## config.mk

```make
export PLATFORM = sky130hd
export DESIGN_NAME = alu_stream
export DESIGN_NICKNAME = d
export VERILOG_FILES = /design/src/rtl/alu_stream_pkg.sv /design/src/rtl/sync_fifo.sv /design/src/rtl/alu_stream.sv
export SDC_FILE = /design/constraint.sdc
export NUM_CORES = 1
export LEC_CHECK = 0
export ABC_CLOCK_PERIOD_IN_PS = 4800
export CORE_MARGIN = 3
export CORE_UTILIZATION = 61
export DETAILED_ROUTE_END_ITERATION = 16
export PLACE_DENSITY = 0.93
export SLEW_MARGIN = 20
export SYNTH_ARGS = -nofsm -noshare
export SYNTH_HDL_FRONTEND = slang
export SYNTH_SLANG_ARGS = --single-unit
```

## constraint.sdc

```tcl
create_clock -name clk -period 4.8 [get_ports clk]
set_clock_uncertainty 0.15 [all_clocks]
set_input_delay 0.48 -clock clk [delete_from_list [all_inputs] [get_ports clk]]
set_output_delay 0.48 -clock clk [all_outputs]
set_load 0.01 [all_outputs]
```

## src/rtl/alu_stream_pkg.sv

```systemverilog
// Shared types, default sizing and the ALU reference function for the alu_stream block.
// The ALU function is used by both the datapath and any software-side model.
package alu_stream_pkg;

    localparam int DATA_W_DEF = 8;
    localparam int DEPTH_DEF  = 4;
    localparam int ALU_MAX_W  = 32;

    typedef enum logic [1:0] {
        OP_ADD = 2'd0,
        OP_SUB = 2'd1,
        OP_AND = 2'd2,
        OP_XOR = 2'd3
    } op_e;

    typedef enum logic {
        ST_EMPTY = 1'b0,
        ST_HOLD  = 1'b1
    } out_state_e;

    // Operands arrive zero-extended to ALU_MAX_W; w is the real operand width.
    // Bit w of the result carries the ADD carry or SUB borrow; higher bits stay zero.
    function automatic logic [ALU_MAX_W:0] alu_calc(
        input op_e                  op,
        input logic [ALU_MAX_W-1:0] a,
        input logic [ALU_MAX_W-1:0] b,
        input int unsigned          w
    );
        logic [ALU_MAX_W:0] ea;
        logic [ALU_MAX_W:0] eb;
        logic [ALU_MAX_W:0] one;
        logic [ALU_MAX_W:0] mask;
        logic [ALU_MAX_W:0] r;
        ea   = {1'b0, a};
        eb   = {1'b0, b};
        one  = {{ALU_MAX_W{1'b0}}, 1'b1};
        mask = (one << (w + 1)) - one;
        unique case (op)
            OP_ADD:  r = ea + eb;
            OP_SUB:  r = (ea - eb) & mask;
            OP_AND:  r = ea & eb;
            OP_XOR:  r = ea ^ eb;
            default: r = '0;
        endcase
        return r;
    endfunction

endpackage

```

## src/rtl/sync_fifo.sv

```systemverilog
// Single-clock FIFO with head-of-queue read data, occupancy count and synchronous flush.
// DEPTH must be a power of two so the pointers wrap naturally.
module sync_fifo #(
    parameter int WIDTH = 8,
    parameter int DEPTH = 4
) (
    input  logic                       clk,
    input  logic                       rst,
    input  logic                       flush,
    input  logic                       push,
    input  logic                       pop,
    input  logic [WIDTH-1:0]           din,
    output logic [WIDTH-1:0]           dout,
    output logic                       full,
    output logic                       empty,
    output logic [$clog2(DEPTH):0]     count
);

    localparam int AW    = $clog2(DEPTH);
    localparam int CNT_W = AW + 1;

    logic [WIDTH-1:0] mem [DEPTH];
    logic [AW-1:0]    wr_ptr;
    logic [AW-1:0]    rd_ptr;
    logic [CNT_W-1:0] cnt;
    logic             do_push;
    logic             do_pop;

    assign full    = (cnt == CNT_W'(DEPTH));
    assign empty   = (cnt == '0);
    assign count   = cnt;
    assign dout    = mem[rd_ptr];
    assign do_push = push && !full && !flush;
    assign do_pop  = pop && !empty && !flush;

    always_ff @(posedge clk or posedge rst) begin
        if (rst) begin
            wr_ptr <= '0;
            rd_ptr <= '0;
            cnt    <= '0;
        end else if (flush) begin
            wr_ptr <= '0;
            rd_ptr <= '0;
            cnt    <= '0;
        end else begin
            if (do_push) wr_ptr <= wr_ptr + 1'b1;
            if (do_pop)  rd_ptr <= rd_ptr + 1'b1;
            unique case ({do_push, do_pop})
                2'b10:   cnt <= cnt + 1'b1;
                2'b01:   cnt <= cnt - 1'b1;
                default: cnt <= cnt;
            endcase
        end
    end

    // Storage carries no reset; only the pointers and count define validity.
    always_ff @(posedge clk) begin
        if (do_push) mem[wr_ptr] <= din;
    end

endmodule

```

## src/rtl/alu_stream.sv

```systemverilog
// Streaming ALU: requests queue in a FIFO, the head is computed and held in an
// output register until the consumer takes it.
module alu_stream
    import alu_stream_pkg::*;
#(
    parameter int DATA_W = DATA_W_DEF,
    parameter int DEPTH  = DEPTH_DEF
) (
    input  logic              clk,
    input  logic              rst,
    input  logic              in_valid,
    output logic              in_ready,
    input  logic [1:0]        in_op,
    input  logic [DATA_W-1:0] in_a,
    input  logic [DATA_W-1:0] in_b,
    input  logic              flush,
    output logic              out_valid,
    input  logic              out_ready,
    output logic [DATA_W:0]   out_result,
    output logic [15:0]       done_count
);

    localparam int ENTRY_W = 2 + 2 * DATA_W;

    // Handshakes: a transfer happens on a rising edge where valid && ready are both
    // high; a producer holds its payload stable while valid is high and ready is low.

    logic [ENTRY_W-1:0]    fifo_din;
    logic [ENTRY_W-1:0]    fifo_dout;
    logic                  fifo_full;
    logic                  fifo_empty;
    logic [$clog2(DEPTH):0] unused_fifo_count;
    logic                  push;
    logic                  pop;

    logic [1:0]            head_op;
    logic [DATA_W-1:0]     head_a;
    logic [DATA_W-1:0]     head_b;
    logic [ALU_MAX_W:0]    alu_full;
    logic [DATA_W:0]       alu_res;
    logic                  unused_alu_hi;

    out_state_e            state;
    out_state_e            state_nxt;
    logic [DATA_W:0]       result_q;
    logic [15:0]           count_q;

    assign fifo_din = {in_op, in_a, in_b};
    assign in_ready = !fifo_full && !flush;
    assign push     = in_valid && in_ready;
    assign pop      = !fifo_empty && (state == ST_EMPTY || out_ready) && !flush;

    sync_fifo #(
        .WIDTH (ENTRY_W),
        .DEPTH (DEPTH)
    ) u_fifo (
        .clk   (clk),
        .rst   (rst),
        .flush (flush),
        .push  (push),
        .pop   (pop),
        .din   (fifo_din),
        .dout  (fifo_dout),
        .full  (fifo_full),
        .empty (fifo_empty),
        .count (unused_fifo_count)
    );

    assign {head_op, head_a, head_b} = fifo_dout;
    assign alu_full      = alu_calc(op_e'(head_op), ALU_MAX_W'(head_a), ALU_MAX_W'(head_b), DATA_W);
    assign alu_res       = alu_full[DATA_W:0];
    assign unused_alu_hi = ^alu_full[ALU_MAX_W:DATA_W+1];

    always_comb begin
        state_nxt = state;
        if (flush) begin
            state_nxt = ST_EMPTY;
        end else if (pop) begin
            state_nxt = ST_HOLD;
        end else if (state == ST_HOLD && out_ready) begin
            state_nxt = ST_EMPTY;
        end
    end

    always_ff @(posedge clk or posedge rst) begin
        if (rst) begin
            state <= ST_EMPTY;
        end else begin
            state <= state_nxt;
        end
    end

    // The result register keeps its last value while EMPTY.
    always_ff @(posedge clk or posedge rst) begin
        if (rst) begin
            result_q <= '0;
        end else if (pop) begin
            result_q <= alu_res;
        end
    end

    // A handshake completing in a flush cycle is still a delivered result.
    always_ff @(posedge clk or posedge rst) begin
        if (rst) begin
            count_q <= '0;
        end else if (out_valid && out_ready) begin
            count_q <= count_q + 16'd1;
        end
    end

    assign out_valid  = (state == ST_HOLD);
    assign out_result = result_q;
    assign done_count = count_q;

endmodule

```

==> Flow_metrics.wiki, run 1 <==
{| class="wikitable"
! Metric !! Value
|-
| Status || completed
|-
| Final Wtd Congestion || 0.873
|-
| Area share of the leading cell type in the synthesized netlist || 0.445
|-
| Routed wire length per instance || 17.2 microns
|-
| Crit end category || flip-flop
|-
| Max VDD drop || 309 uV
|-
| Die Width || 95.3 microns
|-
| Arr. time, crit path || 3.99 ns
|-
| Cell Int Power || 0.00201 W
|-
| Proportion of power drawn by the clock network || 0.156
|-
| Synthesis warning total || 0
|-
| Number of fill cells in the layout || 457
|-
| Final setup violation count || 0
|-
| Power Density || 564 nW/um^2
|-
| Clock slew at reported path FFs || 0.09 ns
|-
| Reported leakage power || 2.09 nW
|-
| Nets in the synthesized netlist || 383
|-
| Number of violations of the max-capacitance limit || 0
|-
| # clock sinks || 105
|-
| Residual antenna-violating net count after detailed routing || 0
|-
| Average vias per placed instance || 5.69
|-
| Final worst-path cycle share || 0.810
|-
| Sum of net half-perimeters after detailed placement || 6.07 mm
|-
| All-layer global routing usage || 0.204
|-
| Post-cts resize count || 0
|-
| Post-synthesis share of cell area spent on and, or, nand and nor gates || 0.0878
|-
| Number of cells after detailed placement || 476
|-
| Largest fanout of any net on the critical path || 16
|-
| Num CTS Buffers || 9
|-
| Post-synthesis mux area share || 0.113
|-
| Ys flop type || edfxtp_1
|-
| Worst reg-to-reg path cell count || 11
|-
| Critical path start-end classification || reg2reg
|-
| Unique masters post-synth || 38
|-
| Maximum number of pins on one net before global-route repair || 34
|-
| Die footprint || 9070 sq um
|-
| Final Core Density || 0.750
|-
| Compound-cell area share of the yosys netlist || 0.0420
|-
| Clk_lat worst skew || 0.37 ns
|-
| Via count || 2795
|-
| Combinational family with the most area after synthesis || multiplexers
|-
| Routed wire length || 8.44 mm
|-
| Final Slew Violations || 0
|-
| Number of cells on the worst hold path || 1
|-
| Vertical extent of the die || 95.3 microns
|-
| Bufs on Longest Clock Path || 2
|-
| Startpoint of the most critical register-to-register path || u_fifo.rd_ptr[0]$_DFFE_PP0P_
|-
| Number of register bits inferred by synthesis || 105
|-
| Initial antenna violation count || 0
|-
| Post-Synth XOR/XNOR Area || 0.0559
|-
| Most area-consuming cells after synthesis || edfxtp_1, dfrtp_1, mux4_2, ha_1, xnor2_1
|-
| End point of the most critical hold path || done_count[15]$_DFFE_PP0P_
|-
| Worst relative slew slack || 0.362
|-
| Core Footprint || 7490 sq um
|-
| Final TNS setup || 0 ns
|-
| Max Clock Freq || 0.257 GHz
|-
| Number of failing hold endpoints at the final stage || 0
|-
| Worst-Margin Slew || 0.957 ns
|-
| Buffers inserted during post-CTS setup optimization || 0
|-
| Worst min-delay path category || reg2reg
|-
| Number of global-route vias before repair || 2724
|-
| Register-to-Register Setup Slack || 0.91 ns
|-
| Number of enable-type register cells in the synthesized netlist || 72
|-
| Total inserted antenna cells || 0
|-
| Net Switching || 0.00115 W
|-
| Final Net Count || 435
|-
| First drt pass iteration count || 4
|-
| Share of the yosys chip area belonging to registers || 0.615
|-
| Power share of the sequential group || 0.376
|-
| Total standard cell area after synthesis || 4860 sq um
|-
| Origin of the worst min-delay path || done_count[15]$_DFFE_PP0P_
|-
| Share of layout cells above drive strength 1 || 0.117
|-
| Average instance area after synthesis || 14.5 sq um
|-
| Top-Level Pins || 50
|-
| Share of total power in combinational logic || 0.467
|-
| Switching fraction of total power || 0.363
|-
| Initial Utilization || 0.649
|-
| Global-route wire length before repair || 13.8 mm
|-
| Fraction of synthesis flops using an asynchronous set or reset pin || 0.314
|-
| Post-cts hold buffer count || 0
|-
| Worst endpoint required time || 4.90 ns
|-
| Clock Root Buffer || clkbuf_8
|-
| IO buf count || 49
|-
| RSZ-0062 raised after global routing || no
|-
| Number of levels in the clock H-tree || 3
|-
| Count of mapped cells out of synthesis || 336
|-
| Grt ovf || 0
|-
| CTS tree || built
|-
| Critical Path Start Type || flip-flop
|-
| Total DRC errors in the routed layout || 0
|-
| Floorplan row count || 31
|-
| End of the worst register-to-register path || out_result[7]$_DFFE_PP0N_
|-
| Non-filler instance count after layout || 491
|-
| Synth-to-layout area growth || 15.5%
|-
| Shortest clock period the worst path allows after layout || 3.89 ns
|-
| Detailed Route Iter0 Violations || 166
|-
| Library cell with the largest summed area after synthesis || edfxtp_1
|-
| Arithmetic-cell share of the synthesized area counting full adders, half adders and majority gates || 0.0649
|}
[power groups by stage]
stage	clock network, W	registers [W]	logic [W]
after floorplan	0	0.00120	0.00112
after global placement	0	0.00120	0.00143
after detailed placement	0	0.00121	0.00147
after CTS	0.000505	0.00119	0.00148
after global routing	0.000542	0.00121	0.00166
final	0.000495	0.00119	0.00148
[layout make-up]
type	count	area, sq um	area share
Clock buffer	9	124	0.0221
Clock inverter	6	51.3	0.00914
Inverter	11	41.3	0.00736
Multi-Input combinational cell	209	1770	0.316
Sequential cell	105	2990	0.532
Tap cell	99	124	0.0221
Timing Repair Buffer	52	513	0.0914
[placed cells by master, fill, tap and decap left out, types with 8 or more instances in the layout]
cell type	n
edfxtp_1	72
clkdlybuf4s50_1	49
dfrtp_1	33
nor2_1	32
nand2_1	24
xnor2_1	23
ha_1	22
mux4_2	18
mux2i_1	11
o21ai_0	11
inv_1	10
a21oi_1	9
clkbuf_8	9
xor2_1	8
[flip-flops by register name (all words and copies together), names as in the netlist]
register and count:
u_fifo.wr_ptr 2, u_fifo.mem 72, out_result 9, u_fifo.rd_ptr 2, out_valid 1, u_fifo.count 3
done_count 16
[per-stage QoR]
| step | power, W | hold WS, ns | area, sq um | setup slack (ns) |
|---|---|---|---|---|
| floorplan | 0.00232 | 0.353 | 4860 | 1.59 |
| global placement | 0.00263 | 0.311 | 5430 | 0.984 |
| detailed placement | 0.00268 | 0.326 | 5430 | 0.937 |
| CTS | 0.00318 | 0.348 | 5610 | 0.905 |
| global route | 0.00341 | 0.370 | 5610 | 0.646 |
| finish | 0.00316 | 0.345 | 5610 | 0.914 |
[metal layers]
metal | GRT usage | share of wire | vias to the layer above
met3 | 0.0395 | 0.058 | 5
met4 | 0.0565 | 0.0057 | 0
met1 | 0.292 | 0.46 | 1387
li1 | - | - | 1325
met2 | 0.324 | 0.48 | 78
met5 | 0 | 0 | -
[critical path: stages (launching register included)]
cell and delay [ns]:
dfrtp_1 0.70, mux4_2 0.73, nor2b_1 0.42, mux2_2 0.42, inv_2 0.06, ha_1 0.22
nor2b_1 0.13, o21a_1 0.18, o21ai_0 0.23, a211oi_1 0.13, mux2i_1 0.13, a211o_1 0.27
[how the worst max path moves through the flow]
| stage | startpoint | to | slack, ns | depth (start not counted) |
|---|---|---|---|---|
| final | u_fifo.rd_ptr[0]$_DFFE_PP0P_ | out_result[7]$_DFFE_PP0N_ | 0.91 | 11 |
| after detailed placement | u_fifo.rd_ptr[0]$_DFFE_PP0P_ | out_result[8]$_DFFE_PP0N_ | 0.94 | 10 |
| after CTS | u_fifo.rd_ptr[0]$_DFFE_PP0P_ | out_result[7]$_DFFE_PP0N_ | 0.90 | 11 |
| after floorplan | u_fifo.rd_ptr[0]$_DFFE_PP0P_ | out_result[8]$_DFFE_PP0N_ | 1.59 | 12 |
| after global placement | u_fifo.rd_ptr[0]$_DFFE_PP0P_ | out_result[7]$_DFFE_PP0N_ | 0.98 | 11 |
| after global routing | u_fifo.rd_ptr[0]$_DFFE_PP0P_ | out_result[7]$_DFFE_PP0N_ | 0.65 | 11 |
[cells in the mapped netlist (4+ instances only)]
library cell,count
ha_1,22
a21oi_1,9
nand2_1,24
nor2_1,32
mux2i_1,11
o21ai_0,11
xor2_1,8
inv_1,10
nand3_1,6
and2_1,4
mux4_2,18
xnor2_1,23
dfrtp_1,33
buf_2,6
edfxtp_1,72
nor2b_1,6
[cell families after synthesis]
group | after synthesis
flops | 105
simple gates | 90
compound gates | 32
mux | 32
xor+xnor | 31
fa+ha+maj | 24
buf+inv | 22
(Power assumes the default switching activity.)
==> inputs of run 2 (changes only) <==
--- a/config.mk
+++ b/config.mk
@@ -5,11 +5,11 @@
 export SDC_FILE = /design/constraint.sdc
 export NUM_CORES = 1
 export LEC_CHECK = 0
-export ABC_CLOCK_PERIOD_IN_PS = 4800
+export ABC_CLOCK_PERIOD_IN_PS = 3990
 export CORE_MARGIN = 3
-export CORE_UTILIZATION = 61
+export CORE_UTILIZATION = 57
 export DETAILED_ROUTE_END_ITERATION = 16
-export PLACE_DENSITY = 0.93
+export PLACE_DENSITY = 0.88
 export SLEW_MARGIN = 20
 export SYNTH_ARGS = -nofsm -noshare
 export SYNTH_HDL_FRONTEND = slang
==> constraint.sdc (replaced) <==
create_clock -name clk -period 3.99 [get_ports clk]
set_clock_uncertainty 0.15 [all_clocks]
set_input_delay 0.399 -clock clk [delete_from_list [all_inputs] [get_ports clk]]
set_output_delay 0.399 -clock clk [all_outputs]
set_load 0.01 [all_outputs]
==> run 2 against run 1 <==
Sequential share of layout area shrank 0.75 points. Core utilization shrank 6.0 points. Cell count grew 3.1%. Register-to-register slack lost 0.55 ns. Fmax grew 7.1%. Critical path depth is the same. Power grew 23%. Worst hold slack lost 0.074 ns. Die area grew 6.6%. Largest power group unchanged. Highest routed layer unchanged.
==> Flow_metrics.wiki, run 2 (synthesized netlist as in run 1, its figures left out) <==
{| class="wikitable"
! Metric !! Value
|-
| Vertical extent of the die || 98.3 microns (+3.2%)
|-
| Max reg flops || 72 (unchanged)
|-
| Critical Path Start Type || flip-flop
|-
| Max Clock Freq || 0.276 GHz (+7.1%)
|-
| Buffers inserted during post-CTS setup optimization || 0 (unchanged)
|-
| Die Width || 98.3 microns (+3.2%)
|-
| Initial Utilization || 0.588 (-0.0607)
|-
| Cell Area, Placed || 5500 sq um (+1.2%)
|-
| Share of layout cells above drive strength 1 || 0.132 (+0.0148)
|-
| Detailed Route Iter0 Violations || 138 (-17%)
|-
| Final Instance Area || 5690 sq um (+1.4%)
|-
| Number of global-route vias before repair || 2959 (+8.6%)
|-
| Bufs on Longest Clock Path || 2 (unchanged)
|-
| Number of violations of the max-capacitance limit || 0 (unchanged)
|-
| Startpoint of the worst setup timing path || u_fifo.rd_ptr[0]$_DFFE_PP0P_
|-
| Leading cell type in the layout, fill and taps excluded || edfxtp_1
|-
| # clock sinks || 105 (unchanged)
|-
| Post-cts hold buffer count || 0 (unchanged)
|-
| Status || completed
|-
| Initial antenna violation count || 0 (unchanged)
|-
| Grt ovf || 0 (unchanged)
|-
| RSZ-0062 raised after global routing || no
|-
| Area taken by multi-input logic gates || 1770 sq um (-0.28%)
|-
| Global-route wire length before repair || 14.6 mm (+5.7%)
|-
| Register-to-Register Setup Slack || 0.36 ns (-0.55 ns)
|-
| Worst relative slew slack || 0.347 (-0.0157)
|-
| Floorplan row count || 33 (+6.5%)
|-
| Crit end category || flip-flop
|-
| Average vias per placed instance || 5.57 (-2.2%)
|-
| Clk_lat worst skew || 0.37 ns (about the same)
|-
| Routed wire length || 8.62 mm (+2.1%)
|-
| Final Core Density || 0.689 (-0.0604)
|-
| Final Slew Violations || 0 (unchanged)
|-
| Final Wtd Congestion || 0.938 (+7.4%)
|-
| Global Route met1 Usage || 0.244 (-0.0481)
|-
| Residual antenna-violating net count after detailed routing || 0 (unchanged)
|-
| End of the worst register-to-register path || out_result[7]$_DFFE_PP0N_
|-
| Critical path start-end classification || reg2reg
|-
| Largest fanout of any net on the critical path || 11 (-5)
|-
| Worst endpoint required time || 4.10 ns (-0.80 ns)
|-
| Final worst-path cycle share || 0.909 (+0.0999)
|-
| Clock slew at reported path FFs || 0.11 ns (+0.02 ns)
|-
| Worst Setup EP || out_result[7]$_DFFE_PP0N_
|-
| Register cell area after layout || 2990 sq um (unchanged)
|-
| Worst reg-to-reg path cell count || 11 (unchanged)
|-
| Number of fill cells in the layout || 582 (+27%)
|-
| Total inserted antenna cells || 0 (unchanged)
|-
| Commonest non-fill, non-tap cells in the layout || edfxtp_1, clkdlybuf4s50_1, dfrtp_1
|-
| Worst-Margin Slew || 0.980 ns (+0.0235 ns)
|-
| Register with the most flip-flops || u_fifo.mem
|-
| Busiest layer in global routing || met2
|-
| Top-Level Pins || 50 (unchanged)
|-
| Num CTS Buffers || 9 (unchanged)
|-
| Max VDD drop || 340 uV (+10%)
|-
| Final setup violation count || 0 (unchanged)
|-
| First drt pass iteration count || 4 (unchanged)
|-
| Shortest clock period the worst path allows after layout || 3.63 ns (-0.257 ns)
|-
| Maximum number of pins on one net before global-route repair || 34 (unchanged)
|-
| Power Density || 685 nW/um^2 (+21%)
|-
| Post-cts resize count || 0 (unchanged)
|-
| Arr. time, crit path || 3.74 ns (-0.25 ns)
|-
| Startpoint of the most critical register-to-register path || u_fifo.rd_ptr[0]$_DFFE_PP0P_
|-
| Final TNS setup || 0 ns (unchanged)
|-
| Worst min-delay path category || in2async
|-
| Number of levels in the clock H-tree || 3 (unchanged)
|-
| Synth-to-layout area growth || 17.1%
|-
| Sum of net half-perimeters after detailed placement || 6.17 mm (+1.6%)
|-
| All-layer global routing usage || 0.191 (-0.0126)
|-
| IO buf count || 49 (unchanged)
|-
| Number of failing hold endpoints at the final stage || 0 (unchanged)
|-
| Via count || 2817 (+0.79%)
|-
| Total DRC errors in the routed layout || 0 (unchanged)
|-
| GR Layer Usage met2 || 0.333 (+0.00920)
|-
| Routed wire length per instance || 17.0 microns (-0.94%)
|-
| Final Net Count || 443 (+1.8%)
|-
| Die footprint || 9670 sq um (+6.6%)
|-
| Core Footprint || 8260 sq um (+10%)
|-
| Reported leakage power || 2.15 nW (+2.8%)
|-
| Clock Root Buffer || clkbuf_8
|-
| Global-route met3 utilization || 0.0479 (+0.00839)
|-
| CTS tree || built
|}
==> run 2: worst max-delay path, stage by stage, from the launching register on <==
cell,delay [ns]
dfrtp_1,0.73
mux4_2,0.60
nor2b_1,0.24
mux2_2,0.41
inv_2,0.06
ha_1,0.21
nor2b_1,0.13
o21a_1,0.17
o21ai_0,0.27
a211oi_1,0.15
mux2i_1,0.14
a211o_1,0.27
==> run 2: metal layers <==
metal | part of all wire | up-vias | wire (microns)
met5 | 0 | - | 0
met4 | 0.0094 | 0 | 81
met3 | 0.053 | 11 | 456
met2 | 0.50 | 82 | 4320
met1 | 0.44 | 1381 | 3760
li1 | - | 1343 | -
==> run 2: layout make-up <==
type	instances	area share
inverters	11	0.00725
well taps	105	0.0231
clock inverters	7	0.0121
repair buffers	60	0.101
multi-input cells	209	0.310
flip-flops and latches	105	0.525
clock buffers	9	0.0218
==> run 2: report_power, final <==
part / internal, W / total (W) / switching [W]
logic: 0.000913 / 0.00184 / 0.000923
clock network: 0.000244 / 0.000628 / 0.000383
registers: 0.00131 / 0.00144 / 0.000123
total: 0.00247 / 0.00390 / 0.00143
==> run 2: stage by stage <==
step / cells / setup WS (ns) / power [W] / hold WS (ns)
final: 506 / 0.362 / 0.00390 / 0.270
after global routing: 506 / 0.139 / 0.00421 / 0.307
after CTS: 506 / 0.367 / 0.00392 / 0.275
after detailed placement: 490 / 0.394 / 0.00329 / 0.330
after global placement: 490 / 0.481 / 0.00321 / 0.312
after floorplan: 336 / 0.779 / 0.00279 / 0.348
==> run 2: worst min path at each step <==
stage,from,end,slack [ns],depth (start not counted)
final,rst,done_count[8]$_DFFE_PP0P_,0.27,3
after global routing,rst,done_count[14]$_DFFE_PP0P_,0.31,3
after CTS,rst,done_count[14]$_DFFE_PP0P_,0.28,3
after detailed placement,done_count[15]$_DFFE_PP0P_,done_count[15]$_DFFE_PP0P_,0.33,1
after global placement,done_count[15]$_DFFE_PP0P_,done_count[15]$_DFFE_PP0P_,0.31,1
after floorplan,in_b[0],u_fifo.mem[0][0]$_DFFE_PP_,0.35,0
